`src/rtl/fetch_unit.sv`:
```
// Instruction fetch stage: program counter, request/grant fetch port, 2-entry prefetch queue,
// branch redirect from the decoder and the architectural NZCV flag register.
module fetch_unit #(
  parameter logic [31:0] RESET_PC = 32'h0000_0000
) (
  input  logic        clk,
  input  logic        rst,
  // instruction memory
  output logic        imem_req,
  output logic [31:0] imem_addr,
  input  logic        imem_gnt,
  input  logic        imem_rvalid,
  input  logic [31:0] imem_rdata,
  // decoder
  output logic [31:0] instruction,
  output logic [31:0] inst_pc,
  output logic        inst_valid,
  input  logic        inst_ready,
  input  logic        br_valid,
  input  logic [23:0] br_imm24,
  // flags
  input  logic        flag_we,
  input  logic [3:0]  flag_in,
  output logic [3:0]  flag
);

  localparam int unsigned Depth = 2;

  logic [31:0] pc_q, pc_d;
  logic [31:0] req_pc_q, req_pc_d;
  logic        inflight_q, inflight_d;
  logic        kill_q, kill_d;
  logic [1:0]  count_q, count_d;
  logic        head_q, head_d;
  logic        tail_q, tail_d;
  logic [3:0]  flag_q, flag_d;
  logic [31:0] buf_instr_q [Depth];
  logic [31:0] buf_pc_q    [Depth];

  logic        pop;
  logic        redirect;
  logic        grant;
  logic        push;
  logic [2:0]  occupancy;
  logic [31:0] br_offset;
  logic [31:0] br_target;

  assign inst_valid  = (count_q != 2'd0);
  assign instruction = buf_instr_q[head_q];
  assign inst_pc     = buf_pc_q[head_q];
  assign flag        = flag_q;

  assign pop      = inst_valid & inst_ready;
  assign redirect = pop & br_valid;

  // Entries that will occupy the queue after this edge: stored + arriving - leaving.
  assign occupancy = {1'b0, count_q} + {2'b00, inflight_q} - {2'b00, pop};
  assign imem_req  = ~rst & ~redirect & (occupancy < 3'd2);
  assign imem_addr = pc_q;
  assign grant     = imem_req & imem_gnt;

  // A word returning in the redirect cycle belongs to the wrong path and is dropped.
  assign push = imem_rvalid & inflight_q & ~kill_q & ~redirect;

  assign br_offset = {{6{br_imm24[23]}}, br_imm24, 2'b00};
  assign br_target = inst_pc + 32'd8 + br_offset;

  always_comb begin
    pc_d       = pc_q;
    req_pc_d   = req_pc_q;
    inflight_d = inflight_q;
    kill_d     = kill_q;
    count_d    = count_q;
    head_d     = head_q;
    tail_d     = tail_q;
    flag_d     = flag_q;

    if (imem_rvalid && inflight_q) begin
      inflight_d = 1'b0;
      kill_d     = 1'b0;
    end

    if (grant) begin
      pc_d       = pc_q + 32'd4;
      req_pc_d   = pc_q;
      inflight_d = 1'b1;
    end

    if (redirect) begin
      pc_d    = br_target;
      count_d = 2'd0;
      head_d  = 1'b0;
      tail_d  = 1'b0;
      // Anything still outstanding after this edge is from the old path.
      kill_d  = inflight_d;
    end else begin
      count_d = count_q + {1'b0, push} - {1'b0, pop};
      head_d  = head_q ^ pop;
      tail_d  = tail_q ^ push;
    end

    if (flag_we) begin
      flag_d = flag_in;
    end
  end

  always_ff @(posedge clk) begin
    if (rst) begin
      pc_q       <= RESET_PC;
      req_pc_q   <= 32'd0;
      inflight_q <= 1'b0;
      kill_q     <= 1'b0;
      count_q    <= 2'd0;
      head_q     <= 1'b0;
      tail_q     <= 1'b0;
      flag_q     <= 4'd0;
      for (int unsigned i = 0; i < Depth; i++) begin
        buf_instr_q[i] <= 32'd0;
        buf_pc_q[i]    <= 32'd0;
      end
    end else begin
      pc_q       <= pc_d;
      req_pc_q   <= req_pc_d;
      inflight_q <= inflight_d;
      kill_q     <= kill_d;
      count_q    <= count_d;
      head_q     <= head_d;
      tail_q     <= tail_d;
      flag_q     <= flag_d;
      if (push) begin
        buf_instr_q[tail_q] <= imem_rdata;
        buf_pc_q[tail_q]    <= req_pc_q;
      end
    end
  end

endmodule

```
`config.mk`:
```
export PLATFORM = sky130hd
export DESIGN_NAME = fetch_unit
export DESIGN_NICKNAME = d
export VERILOG_FILES = /design/src/rtl/fetch_unit.sv
export SDC_FILE = /design/constraint.sdc
export NUM_CORES = 1
export LEC_CHECK = 0
export CAP_MARGIN = 20
export CORE_ASPECT_RATIO = 1.4
export CORE_MARGIN = 2
export CORE_UTILIZATION = 48
export DETAILED_ROUTE_END_ITERATION = 8
export PLACE_DENSITY_LB_ADDON = 0.3
export REMOVE_ABC_BUFFERS = 1
export SYNTH_ARGS = -nofsm -noshare
export SYNTH_HDL_FRONTEND = slang
export SYNTH_SLANG_ARGS = --single-unit
```
`constraint.sdc`:
```
create_clock -name clk -period 5.1 [get_ports clk]
set_input_delay 0.765 -clock clk [delete_from_list [all_inputs] [get_ports clk]]
set_output_delay 0.765 -clock clk [all_outputs]
set_load 0.03 [all_outputs]
```
### After elaboration in Yosys (flattened, before gate mapping)

Memory sizes are Yosys's and may differ from the RTL's. A register that Yosys moved wholly into a read port is not among the register bits.
Cells that the tools add are included.
Widths: inputs -> output; s select.

| cells by class | value |
|---|---|
| reductions and logical operators | 7 |
| muxes and demuxes | 19 |
| order comparisons | 1 |
| bitwise gates (word level) | 13 |
| add/sub/neg operators | 7 |

Operators with widths:

| cell | count |
|---|---|
| $mux 32 | 4 |
| $reduce_or 32->1 | 2 |
| $add 32x3->32 const B | 1 |
| $add 32x32->32 | 1 |
| $add 32x4->32 const B | 1 |
| $mux 1 | 15 |
| $and 1x1->1 | 8 |
| $reduce_bool 2->1 | 3 |
| $add 2x1->3 | 1 |
| $lt 3x2->1 const B | 1 |
| $not 1->1 | 3 |
| $sub 3x1->3 | 1 |
| $add 2x1->2 | 1 |
| $reduce_or 2->1 | 1 |
| $sub 2x1->2 | 1 |
| $xor 1x1->1 | 2 |
| $logic_and 1x1->1 | 1 |

| word-level totals | value |
|---|---|
| word-level logic and storage cells | 57 |
| memory bits (writable) | 128 |
| register bits after elaboration | 74 |
| memories kept | 2 |

Memories:

| memory | depth | width | read ports | clocked after Yosys merged registers in | wr ports | line | RTL |
|---|---|---|---|---|---|---|---|
| buf_instr_q | 2 | 32 | 1 | 1 | 2 | 37 | `logic [31:0] buf_instr_q [Depth];` |
| buf_pc_q | 2 | 32 | 1 | 1 | 2 | 38 | `logic [31:0] buf_pc_q [Depth];` |

### Depth between registers and ports, before layout

Gate-level depths: netlist of the first run.

| logic depth | value |
|---|---|
| depth after elaboration | 10 |
| gate-level depth with buffers | 15 |

### Least setup slack after synthesis of the first run

OpenSTA, ideal clock, no wires.

| timing path | value |
|---|---|
| path type | register -> register |
| from | register count_q[1] |
| to | memory buf_instr_q[0][0] (enable) |
| setup slack | 0.471 ns |
| clock period less this slack | 4.629 ns |
| cell stages (with the launch flop) | 7 |
| arrival | 4.129 ns |
| path buffers | 0 |
| cell sequence | dfxtp_1 > or2_2 > nand2_1 > inv_2 > nand2_1 > nand2_1 > o21bai_1 |

RTL lines:

| what | line | RTL |
|---|---|---|
| start, declared | 33 | `logic [1:0] count_q, count_d;` |
| start signal, assigned | 126 | `count_q <= count_d;` |
| end, declared | 37 |  |

### Final worst setup path of the first run

| timing path | value |
|---|---|
| from | register count_q[1] |
| to | output port imem_req |

| on the way | value |
|---|---|
| cells in the longest elaborated chain, start to end | 6 |
| elaborated cells on any way between the ends | 9 |
| those cells by class | add/sub (2); order compare (1); bitwise (5); reduce/logical (1) |

Ends and longest elaborated chain:

| what | line | RTL |
|---|---|---|
| parallel branches: the longest is 5 deep, another holds $add 2x1->3 | n/a |  |
| $and 1x1->1 (*) | 58 | `assign imem_req = ~rst & ~redirect & (occupancy < 3'd2);` |
| end, declared | 9 | `output logic imem_req,` |

Mark *: on every way between the ends.

==> results of run 1 <==
## cell type report
class                      instances  area share (%)
inverter                          13           0.370
clock inverter                     8           0.332
timing repair buffer             185            13.7
clock buffer                      28            4.25
multi-input combinational        715            38.2
sequential                       202            40.4
tap                              297            2.81
## per-layer routing
layer / GRT usage (%) / vias up / wire length, µm
met3: 3.15 / 51 / 1270
li1: - / 3823 / -
met4: 7.27 / 0 / 749
met1: 26.6 / 3697 / 10500
met2: 39.6 / 208 / 13200
met5: 0 / - / 0
## logic make-up (layout without fill, tap and decap cells)
| family | count (synthesis) | after routing | synth area share [%] |
|---|---|---|---|
| buf+inv | 61 | 234 | 2.19 |
| compound gates | 169 | 169 | 10.6 |
| flops | 202 | 202 | 50.4 |
| fa+ha+maj | 63 | 63 | 7.60 |
| mux | 70 | 70 | 7.37 |
| simple gates | 370 | 370 | 18.3 |
| xor+xnor | 43 | 43 | 3.56 |
## cells in the final DEF (no fill, tap or decap), types with 22 or more instances in the layout
cell	count
ha_1	61
a21oi_1	73
clkdlybuf4s50_1	167
mux2_2	63
edfxtp_1	128
xor2_1	22
nand2_1	95
nor2_1	61
and2_1	134
dfxtp_1	73
## per-stage QoR
stage	hold WS, ns	setup slack, ns
2_1_floorplan	0.434	-0.240
3_3_place_gp	0.446	0.743
3_5_place_dp	0.454	0.685
4_1_cts	0.462	0.912
5_1_grt	0.482	0.724
6_report	0.458	0.933
## flip-flops by register name, summed over array words and instances (netlist names)
register	flops
count_q	2
buf_instr_q	64
kill_q	1
inflight_q	1
tail_q	1
head_q	1
req_pc_q	32
flag	4
buf_pc_q	64
imem_addr	32
## worst max-delay path, delay by kind of cell, from the launching register on
kind | cells | cell delay, ns
DFF | 1 | 0.37
xor gates and xnor gates | 1 | 0.17
adders and majority gates | 2 | 0.64
and+or+nand+nor | 4 | 0.92
buffers and inverters | 2 | 0.79
## cells in the mapped netlist (4+ instances only)
master / number / area (µm²)
a211oi_1: 18 / 135
a21o_1: 14 / 105
a21oi_1: 73 / 365
and2_1: 134 / 838
and3_1: 12 / 75.1
buf_1: 7 / 26.3
clkbuf_1: 39 / 146
dfxtp_1: 74 / 1480
edfxtp_1: 128 / 3840
ha_1: 61 / 763
inv_1: 11 / 41.3
mux2_2: 63 / 709
mux2i_1: 7 / 70.1
nand2_1: 95 / 357
nand3_1: 17 / 85.1
nand4_1: 9 / 56.3
nor2_1: 61 / 229
nor3_1: 14 / 70.1
nor4_1: 5 / 31.3
o211ai_1: 5 / 37.5
o21a_1: 4 / 30.0
o21ai_0: 10 / 50.1
o21bai_1: 8 / 60.1
or2_2: 4 / 25.0
or3_1: 4 / 25.0
xnor2_1: 21 / 184
xor2_1: 22 / 193
## power by group through the flow
stage	logic [mW]	registers, mW	clock network [mW]
final	1.99	2.07	1.40
after global routing	2.15	2.09	1.49
after CTS	2.01	2.07	1.42
after detailed placement	2.00	2.10	0
after global placement	1.98	2.10	0
after floorplan	1.15	2.18	0
## worst max path at each step
stage / to / from / slack (ns)
4_1_cts: imem_req / count_q[1] / 0.91
3_5_place_dp: imem_addr[31] / br_imm24[1] / 0.69
5_1_grt: imem_req / count_q[1] / 0.72
3_3_place_gp: imem_addr[31] / br_imm24[1] / 0.74
6_report: imem_req / count_q[1] / 0.93
2_1_floorplan: buf_instr_q[0][0] / count_q[1] / -0.24
==> impl_results.md, run 1 <==
- Total I/O pin count: 169
- Initial antenna violation count: 0
- Core ar.: 21800 µm²
- Clk_lat worst skew: 0.50 ns
- CTS tree: built
- Num CTS Buffers: 20
- Slowest library cell on the worst path: clkdlybuf4s50_1
- Worst Max-Slew Pin Slew: 1.06 ns
- Reg2reg setup slack: 1.04 ns
- Fill cell count: 1861
- Wire per inst: 17.7 µm
- CTS resizes: 0
- Vias per std cell: 5.37
- Vias in the first global route: 7900
- Hold Path Depth: 2
- Final worst-path cycle share: 81.7%
- Mapped Area: 10600 µm²
- Beginning of the worst hold path: req_pc_q[31]
- GP Congestion: 0.862
- # H-tree levels: 1
- Height of the die: 180 µm
- Vias post-DR: 7779
- Slew HR: 29.6%
- Setup repair bufs after CTS: 0
- Pins Over Slew Limit: 0
- Setup-failing EPs final: 0
- EDFF count, synth: 128
- DRC: 0
- Post-synth top flop: edfxtp_1
- Sequential share of the synthesized area: 50.4%
- FF+latch area: 5330 µm²
- P_leak: 5.08 nW
- DRT iter0 DRCs: 361
- Largest net degree at the start of global routing: 65
- First-pass GRT wire length: 40800 µm
- Antenna diodes: 0
- Number of synthesized register bits: 202
- Root Buffer: clkbuf_16
- Hold Crit Class: flop to flop
- Status: finished clean
- Input/output buffers: 168
- Internal Power: 3.51 mW
- Footprint of the multi-input gates: 5050 µm²
- Initial Util: 48.5%
- Total Wirelength: 25600 µm
- Hpwl dp: 17600 µm
- Cts hold-fix bufs: 0
- Fin area: 13200 µm²
- Clk network pwr share: 25.6%
- Layout cells sized above 1: 11.6%
- Inst Count DP: 1412
- Hold worst-path end: req_pc_q[31]
- CTS Buffer Depth: 3
- Die width: 129 µm
- Mean Syn Cell Area: 10.8 µm²
- Tmin final: 4.17 ns
- Core Rows: 64
- CP peak stage delay: 0.73 ns
- PwrDens: 413 nW/µm²
- Layout Cells excl Fill: 1448
- Critical path class: flop to output port
- RSZ-0062 raised after global routing: no
- Antenna-violating nets left: 0
- Setup TNS: 0 ns
- Detailed Routing Iterations Pass 1: 5
- Comb power frac: 36.5%
- Total Routing Usage GR: 22.0%
- Worst-path fanout max: 5
- Worst Setup End Kind: output port
- CP cell instances: or2_2 > nand2_1 > inv_2 > ha_1 > nand2b_1 > fa_1 > xor2_1 > nor4b_4 > clkdlybuf4s50_1
- Pwr Total: 5.46 mW
- Clock sinks: 202
- Max Clock Freq: 0.240 GHz
- Register share of total power: 37.9%
- Synth Warn #: 0
- Max VDD drop: 273 µV
- Net Switching: 1.95 mW
- RR Endpoint: imem_addr[31]
- Register-to-Register Path Depth: 12
- Startpoint class of the critical path: flop
- Synth unique cells: 66
- Number of max-cap violations: 0
- Switch share: 35.7%
- Die area: 23200 µm²
- Clk slew on worst S/H paths: 0.06 ns
- WP data arrival: 3.40 ns
- Final hold violation count: 0
- Gr ovfl total: 0
- Post-synth ARST share: 0%
- Area Growth Syn to Fin: 24.9%
- Final clock skew: 0.0108 ns
- Worst R2R Start: head_q
- CP required: 4.34 ns
- Nets: 1267
- Fin util: 60.6%
- Cells after Synth: 978
- Area after DPL: 12600 µm²
Note: power is estimated with default switching activity, not from simulation.
==> run 2, diff against run 1 <==
==> constraint.sdc (replaced) <==
create_clock -name clk -period 3.8 [get_ports clk]
set_input_delay 0.57 -clock clk [delete_from_list [all_inputs] [get_ports clk]]
set_output_delay 0.57 -clock clk [all_outputs]
set_load 0.03 [all_outputs]
==> impl_results.md, run 2 (synthesis results as in run 1) <==
- Biggest regs: buf_instr_q: 64 flops, buf_pc_q: 64 flops
- Total I/O pin count: 169
- WP data arrival: 4.06 ns
- Layout Cells excl Fill: 1485
- Inst Count DP: 1443
- P_leak: 5.29 nW
- Worst Max-Slew Pin Slew: 0.700 ns
- Root Buffer: clkbuf_16
- Number of max-cap violations: 0
- DRC: 0
- Most common cell after layout, fill and taps aside: clkdlybuf4s50_1
- Die width: 129 µm
- Pins Over Slew Limit: 0
- CTS Buffer Depth: 3
- Status: finished clean
- Layout cells sized above 1: 14.8%
- Worst Setup End Kind: flop
- Initial antenna violation count: 0
- Num CTS Buffers: 21
- Final worst-path cycle share: 96.3%
- Wire per inst: 17.6 µm
- # H-tree levels: 1
- Clk slew on worst S/H paths: 0.07 ns
- Total Wirelength: 26200 µm
- Setup TNS: 0 ns
- Gr ovfl total: 0
- Fill cell count: 1853
- Comb power frac: 38.2%
- Clock sinks: 202
- Total Routing Usage GR: 22.2%
- Input/output buffers: 168
- Hold WS: 0.458 ns
- CP required: 4.20 ns
- Crit path launch: head_q
- Largest net degree at the start of global routing: 61
- Register share of total power: 36.6%
- Initial Util: 48.5%
- FF+latch area: 5330 µm²
- Area Growth Syn to Fin: 28.7%
- Antenna diodes: 0
- Core Rows: 64
- Net Switching: 2.65 mW
- GP Congestion: 0.845
- Max VDD drop: 354 µV
- Fin util: 62.5%
- First-pass GRT wire length: 40900 µm
- Final hold violation count: 0
- Beginning of the worst hold path: req_pc_q[5]
- Hpwl dp: 18300 µm
- Footprint of the multi-input gates: 5100 µm²
- Pwr Total: 7.54 mW
- Startpoint class of the critical path: flop
- Final clock skew: 0.0129 ns
- Slew HR: 53.3%
- Worst R2R Start: head_q
- Height of the die: 180 µm
- Vias post-DR: 7948
- Clk_lat worst skew: 0.50 ns
- Vias in the first global route: 8085
- Core ar.: 21800 µm²
- Nets: 1304
- Die area: 23200 µm²
- CTS tree: built
- Internal Power: 4.89 mW
- Register-to-Register Path Depth: 13
- Hold Path Depth: 2
- Hold Crit Class: flop to flop
- DRT iter0 DRCs: 431
- Critical path class: flop to flop
- Tmin final: 3.66 ns
- Detailed Routing Iterations Pass 1: 4
- Setup-failing EPs final: 0
- Antenna-violating nets left: 0
- Switch share: 35.2%
- Vias per std cell: 5.35
- Clk network pwr share: 25.2%
- Max Clock Freq: 0.273 GHz
- Most frequent cells in the layout: clkdlybuf4s50_1, and2_1, edfxtp_1
- Worst-path fanout max: 7
- PwrDens: 554 nW/µm²
[run 2: cell types whose count changed in the layout (fill, tap and decap cells not counted), sizes merged]
cell | before | now
clkdlybuf4s50 | 167 | 166
clkinvlp | 1 | 0
buf | 18 | 54
bufinv | 0 | 1
clkbuf | 28 | 27
inv | 14 | 13
clkinv | 6 | 10
[run 2: worst max-delay path: stages (launching register included)]
cell       delay, ns
dfxtp_4         0.43
buf_8           0.16
mux2_2          0.36
ha_1            0.34
ha_4            0.28
a2111oi_4       0.36
a2111oi_2       0.10
a211oi_2        0.24
buf_4           0.16
nand4b_1        0.13
nand2_1         0.09
o41a_1          0.40
or3_1           0.34
and3_1          0.18
[run 2: cell type report]
| cell class | count | share of cell area [%] |
|---|---|---|
| Clock buffer | 26 | 4.00 |
| Clock inverter | 11 | 0.524 |
| Inverter | 13 | 0.359 |
| Multi-Input combinational cell | 715 | 37.5 |
| Sequential cell | 202 | 39.2 |
| Tap cell | 297 | 2.73 |
| Timing Repair Buffer | 221 | 15.7 |
[run 2: per-layer routing]
metal | vias to the layer above | wire length [µm] | GRT usage (%)
li1 | 3899 | - | -
met1 | 3802 | 10400 | 25.9
met2 | 202 | 13800 | 41.0
met3 | 45 | 1280 | 3.07
met4 | 0 | 731 | 7.31
met5 | - | 0 | 0
[run 2: power groups by stage]
stage	clock network (mW)	logic, mW	registers, mW
6_report	1.90	2.88	2.76
5_1_grt	2.01	3.10	2.80
4_1_cts	1.94	2.82	2.76
3_5_place_dp	0	2.80	2.81
3_3_place_gp	0	2.77	2.80
2_1_floorplan	0	1.54	2.93
[run 2: timing repair]
action / in CTS / in global routing
setup buffers: 0 / 4
resized for setup: 0 / 14
endpoints found under the setup margin: 0 / 6
hold endpoints to repair: 0 / 0
hold buffers: 0 / 0
[run 2: worst paths after layout]
| check | slack (ns) | to |
|---|---|---|
| setup / recovery | 0.14 | imem_addr[31] |
| hold / removal | 0.46 | req_pc_q[5] |
| hold reg to reg | 0.46 | req_pc_q[5] |
| setup reg to reg | 0.14 | imem_addr[31] |
[run 2: metrics by stage]
stage	setup slack (ns)	cell area (µm²)
after detailed placement	-0.272	12900
after global routing	-0.00985	13600
after CTS	0.00325	13500
final	0.139	13600
after floorplan	-1.54	10400
after global placement	-0.232	12900
